--- src/rtl/timeslice_arbiter.sv ---
// timeslice_arbiter
// Time-slice round-robin arbiter. One requester at a time holds the
// shared resource for a slot of q = max(i_quantum, 1) cycles. A slot-end
// advances the round-robin pointer past the holder, so the holder is
// searched last when the next slot is picked.
// Optional feature: define TIMESLICE_ARB_EARLY_RELEASE_EN to end a slot
// in any cycle where the holder has dropped its request.
module timeslice_arbiter #(
    parameter int N_REQ = 4,
    parameter int W_Q   = 4
) (
    input  logic                     i_clk,
    input  logic                     i_reset_n,
    input  logic [N_REQ-1:0]         i_req,
    input  logic [W_Q-1:0]           i_quantum,
    output logic [N_REQ-1:0]         o_grant,
    output logic [$clog2(N_REQ)-1:0] o_grant_id,
    output logic                     o_busy,
    output logic                     o_slot_end
);

    localparam int W_ID = $clog2(N_REQ);

    typedef enum logic [0:0] {
        ST_IDLE = 1'b0,
        ST_BUSY = 1'b1
    } state_t;

    state_t          state_r, state_s;
    logic [W_ID-1:0] ptr_r, ptr_s;
    logic [W_ID-1:0] id_r, id_s;
    logic [W_Q-1:0]  cnt_r, cnt_s;
    logic [W_Q-1:0]  q_r, q_s;
    logic [N_REQ-1:0] grant_r;
    logic [W_Q-1:0]  q_lat_s;
    logic [W_ID-1:0] next_ptr_s;
    logic            slot_end_s;

    // First requester found searching base, base+1, ... (mod N_REQ).
    // Scanning offsets from the far end lets the nearest hit overwrite.
    function automatic logic [W_ID-1:0] rr_pick(input logic [N_REQ-1:0] req,
                                                input logic [W_ID-1:0]  base);
        logic [W_ID-1:0] pick;
        int              idx;
        pick = {W_ID{1'b0}};
        for (int i = N_REQ - 1; i >= 0; i--) begin
            idx  = (int'(base) + i) % N_REQ;
            pick = req[idx] ? W_ID'(idx) : pick;
        end
        return pick;
    endfunction

    // One-hot decode of a requester index.
    function automatic logic [N_REQ-1:0] onehot(input logic [W_ID-1:0] id);
        logic [N_REQ-1:0] vec;
        vec     = {N_REQ{1'b0}};
        vec[id] = 1'b1;
        return vec;
    endfunction

    assign q_lat_s    = (i_quantum == {W_Q{1'b0}}) ? W_Q'(1) : i_quantum;
    assign next_ptr_s = (int'(id_r) == N_REQ - 1) ? {W_ID{1'b0}} : id_r + W_ID'(1);

    // Slot-end flag: counter at its last value, or (optionally) holder released.
    always_comb begin
        slot_end_s = 1'b0;
        if (state_r == ST_BUSY) begin
`ifdef TIMESLICE_ARB_EARLY_RELEASE_EN
            slot_end_s = (cnt_r == q_r - W_Q'(1)) || !i_req[id_r];
`else
            slot_end_s = (cnt_r == q_r - W_Q'(1));
`endif
        end else begin
            slot_end_s = 1'b0;
        end
    end

    // Next-state logic: slot start from IDLE, slot count, slot hand-over.
    always_comb begin
        state_s = state_r;
        ptr_s   = ptr_r;
        id_s    = id_r;
        cnt_s   = cnt_r;
        q_s     = q_r;
        case (state_r)
            ST_IDLE: begin
                if (|i_req) begin
                    state_s = ST_BUSY;
                    id_s    = rr_pick(i_req, ptr_r);
                    cnt_s   = {W_Q{1'b0}};
                    q_s     = q_lat_s;
                end else begin
                    state_s = ST_IDLE;
                end
            end
            ST_BUSY: begin
                if (slot_end_s) begin
                    ptr_s = next_ptr_s;
                    cnt_s = {W_Q{1'b0}};
                    if (|i_req) begin
                        state_s = ST_BUSY;
                        id_s    = rr_pick(i_req, next_ptr_s);
                        q_s     = q_lat_s;
                    end else begin
                        state_s = ST_IDLE;
                    end
                end else begin
                    cnt_s = cnt_r + W_Q'(1);
                end
            end
            default: begin
                state_s = ST_IDLE;
                cnt_s   = {W_Q{1'b0}};
            end
        endcase
    end

    // State, pointer, counter, latched quantum and registered grant vector.
    always_ff @(posedge i_clk or negedge i_reset_n) begin
        if (!i_reset_n) begin
            state_r <= ST_IDLE;
            ptr_r   <= {W_ID{1'b0}};
            id_r    <= {W_ID{1'b0}};
            cnt_r   <= {W_Q{1'b0}};
            q_r     <= W_Q'(1);
            grant_r <= {N_REQ{1'b0}};
        end else begin
            state_r <= state_s;
            ptr_r   <= ptr_s;
            id_r    <= id_s;
            cnt_r   <= cnt_s;
            q_r     <= q_s;
            grant_r <= (state_s == ST_BUSY) ? onehot(id_s) : {N_REQ{1'b0}};
        end
    end

    assign o_grant    = grant_r;
    assign o_grant_id = id_r;
    assign o_busy     = (state_r == ST_BUSY);
    assign o_slot_end = slot_end_s;

endmodule
--- config.mk ---
export PLATFORM = sky130hd
export DESIGN_NAME = timeslice_arbiter
export DESIGN_NICKNAME = d
export VERILOG_FILES = /design/src/rtl/timeslice_arbiter.sv
export SDC_FILE = /design/constraint.sdc
export NUM_CORES = 1
export LEC_CHECK = 0
export CAP_MARGIN = 20
export CORE_MARGIN = 4
export CORE_UTILIZATION = 40
export DETAILED_ROUTE_END_ITERATION = 12
export GPL_TIMING_DRIVEN = 0
export RECOVER_POWER = 100
export SLEW_MARGIN = 20
export SYNTH_ARGS = -nofsm -noshare
export SYNTH_HDL_FRONTEND = slang
export SYNTH_SLANG_ARGS = --single-unit
--- constraint.sdc ---
create_clock -name i_clk -period 2.6 [get_ports i_clk]
set_input_delay 0.78 -clock i_clk [delete_from_list [all_inputs] [get_ports i_clk]]
set_output_delay 0.78 -clock i_clk [all_outputs]
set_load 0.05 [all_outputs]
==> reports/qor.yml <==
cp_slowest_cell: "dfstp_2"
routed_wl_mm: 2.02
setup_tns_ns: -0.0987
ioPinCount: 18
fp-row-count: 17
worstPathCellList: "inv_2 > ha_4 > xnor2_4 > nor4_4 > nand2_2 > clkinvlp_4 > buf_8"
skew_ns: 0.00250
cp_top_family: "flip-flops"
outcome: "finished, violations left"
postLayoutCoreUtil: 0.559
power.switching_uw: 842
grt_start_max_net_pins: 18
grt_util_all_layers: 0.138
combPwrFrac: 0.645
cts_root_buffer: "clkbuf_4"
n_fill_cell: 225
die_x_um: 57.1
area_growth_pct: 30.9
syn_avg_cell_area_sq_um: 9.83
clk_path_buf_depth: 2
power_leakage_nw: 0.516
cp.required_ns: 1.82
peakVddDrop_mv: 0.867
vias: 780
yosys_warnings: 0
cts_sinks: 17
path_clk_slew_ns: 0.10
powerDensity_nw_per_um2: 1500
grt_pass1_wl_mm: 3.53
critPathKind: "flip-flop to output port"
wl_per_cell_um: 13.6
cp_max_fo: 2
synth-edff-count: 0
switching_share: 0.445
ys_types: 34
globalplace.congestion: 0.738
synth_top_area_share: 0.416
grt_setup_unrepaired: "yes"
hp-class: "flip-flop to flip-flop"
grt_pass1_vias: 788
end_kind: "output port"
synth_seq_cells: 17
synth_top_flop_cell: "dfrtp_1"
synthTopCellsByArea: "dfrtp_1 42%, mux2_2 5.8%, xnor2_1 5.5%"
gr-total-overflow: 0
clock_latency_ns: 0.29
fmax_mhz: 371
p_total_mw: 1.89
die_h_um: 57.1
startpoint_type: "flip-flop"
drive_above_1_share: 0.207
hold_ws_ns: 0.511
min_period_ns: 2.70
async_flop_share: 1.00
p_int_mw: 1.05
synth_top_cell_by_area: "dfrtp_1"
antenna_found_initial: 0
cts_tree: "yes"
cts_buffers: 3
portBuffers: 16
arrival_ns: 1.92
max_stage_delay_ns: 0.55
start_util: 0.427
finalHoldViolCount: 0
coreArea_sq_um: 2250
setup_viol: 1
synth_cells: 98
antenna_cells: 0
drcViolationCount: 0
slew_viol_final: 0
nets: 135
layout_setup_ws_ns: -0.0987
finalCritPeriodShare: 1.04
drt_pass1_iterations: 4
viasPerCell: 5.23
cts_max_level: 1
drtIter0Drc: 11
syn_nets: 111
worst-slew-pin-transition_ns: 0.743
dp.final_hpwl_mm: 1.51
seqPwrFrac: 0.278
ant_nets: 0
violations: "negative setup slack"
synth_seq_area_share: 0.443
synth_area_sq_um: 963
p_clk_frac: 0.077
path_buf_inv: 3
die_area_sq_um: 3260
maxCapViolCount: 0
relSlewSlack: 0.503
[path summary, 6_finish.rpt]
kind	start	end	slack, ns	cells after the start
min in group asynchronous	i_reset_n	cnt_r[2]$_DFFE_PN0P_	0.98	1
max in group asynchronous	i_reset_n	ptr_r[1]$_DFFE_PN0P_	1.15	1
min	q_r[0]$_DFFE_PN1P_	q_r[0]$_DFFE_PN1P_	0.51	2
max	q_r[0]$_DFFE_PN1P_	o_slot_end	-0.1	7
max reg2reg	q_r[0]$_DFFE_PN1P_	q_r[3]$_DFFE_PN0P_	0.38	8
min reg2reg	q_r[0]$_DFFE_PN1P_	q_r[0]$_DFFE_PN1P_	0.51	2
[power groups by stage]
stage                     Clock (mW)  Combinational [mW]  Sequential (mW)
final                          0.146                1.22            0.526
after CTS                      0.154                1.22            0.525
after global routing           0.164                1.33            0.548
after detailed placement           0                1.06            0.526
after floorplan                    0               0.699            0.634
after global placement             0                1.04            0.521
[cell usage after synthesis, drive strengths merged (2+ instances only)]
cell / n
dfrtp: 16
a21oi: 8
nand2: 8
nor2: 6
nor3: 6
o21ai: 6
xnor2: 6
inv: 5
mux2: 5
nand2b: 5
ha: 3
nand3: 3
a22o: 2
and3b: 2
clkbuf: 2
nor4: 2
[cell usage in the layout (no fill, tap or decap), types with 2 or more instances in the layout]
master,instances
and3b_1,2
buf_4,3
inv_1,3
a22o_1,2
nor3_1,5
clkinvlp_4,2
xnor2_1,4
dfrtp_1,16
clkdlybuf4s50_1,14
mux2_2,5
o21ai_0,5
nand2_1,7
ha_1,2
nor2_1,6
clkbuf_4,3
a21oi_1,8
nand3_1,2
nand2b_1,5
[worst min-delay path: cells and delay by family (launching register included)]
family          cells  cell delay, ns
compound gates      1            0.06
flops               1            0.39
buf+inv             1            0.07
[registers in the layout, summed over array words and instances (netlist names)]
register and count:
o_busy 1, ptr_r 2, o_grant 4, cnt_r 4
o_grant_id 2, q_r 4
[cell type report]
cell class / count / area [sq um] / share of cell area
multi-input cells: 74 / 551 / 0.437
flip-flops and latches: 17 / 427 / 0.338
repair buffers: 19 / 188 / 0.149
well taps: 28 / 35.0 / 0.0278
clock buffers: 3 / 22.5 / 0.0179
inverters: 5 / 22.5 / 0.0179
plain buffers: 2 / 8.76 / 0.00694
clock inverters: 1 / 7.51 / 0.00595
[stage by stage]
step	setup slack, ns	std cells	area, sq um
3_3_place_gp	-0.810	142	1170
5_1_grt	-0.188	149	1260
4_1_cts	-0.131	149	1250
3_5_place_dp	-0.810	142	1170
6_report	-0.0987	149	1260
2_1_floorplan	0.0138	98	972
[per-layer routing]
layer / wire length, um / global-route usage / vias up
met5: 0 / 0 / -
met4: 13 / 0.0298 / 0
met3: 88 / 0.0498 / 2
met2: 979 / 0.206 / 11
met1: 942 / 0.192 / 368
li1: - / - / 399
[logic make-up (layout without fill, tap and decap cells)]
logic type / Yosys count / in the layout / share of synthesized area
simple gates: 37 / 37 / 0.226
flops: 17 / 17 / 0.443
compound gates: 22 / 22 / 0.142
xor+xnor: 7 / 7 / 0.0636
fa+ha+maj: 3 / 3 / 0.0390
buf+inv: 7 / 30 / 0.0286
mux: 5 / 5 / 0.0584
[repair_timing]
item                       4_1_cts  5_1_grt
setup endpoints to repair        1        1
gates resized for setup         12        1
setup buffers                    3        0
pin swaps                        3        0
cloned                           0        0
hold buffers                     0        0
(Power assumes the default switching activity.)
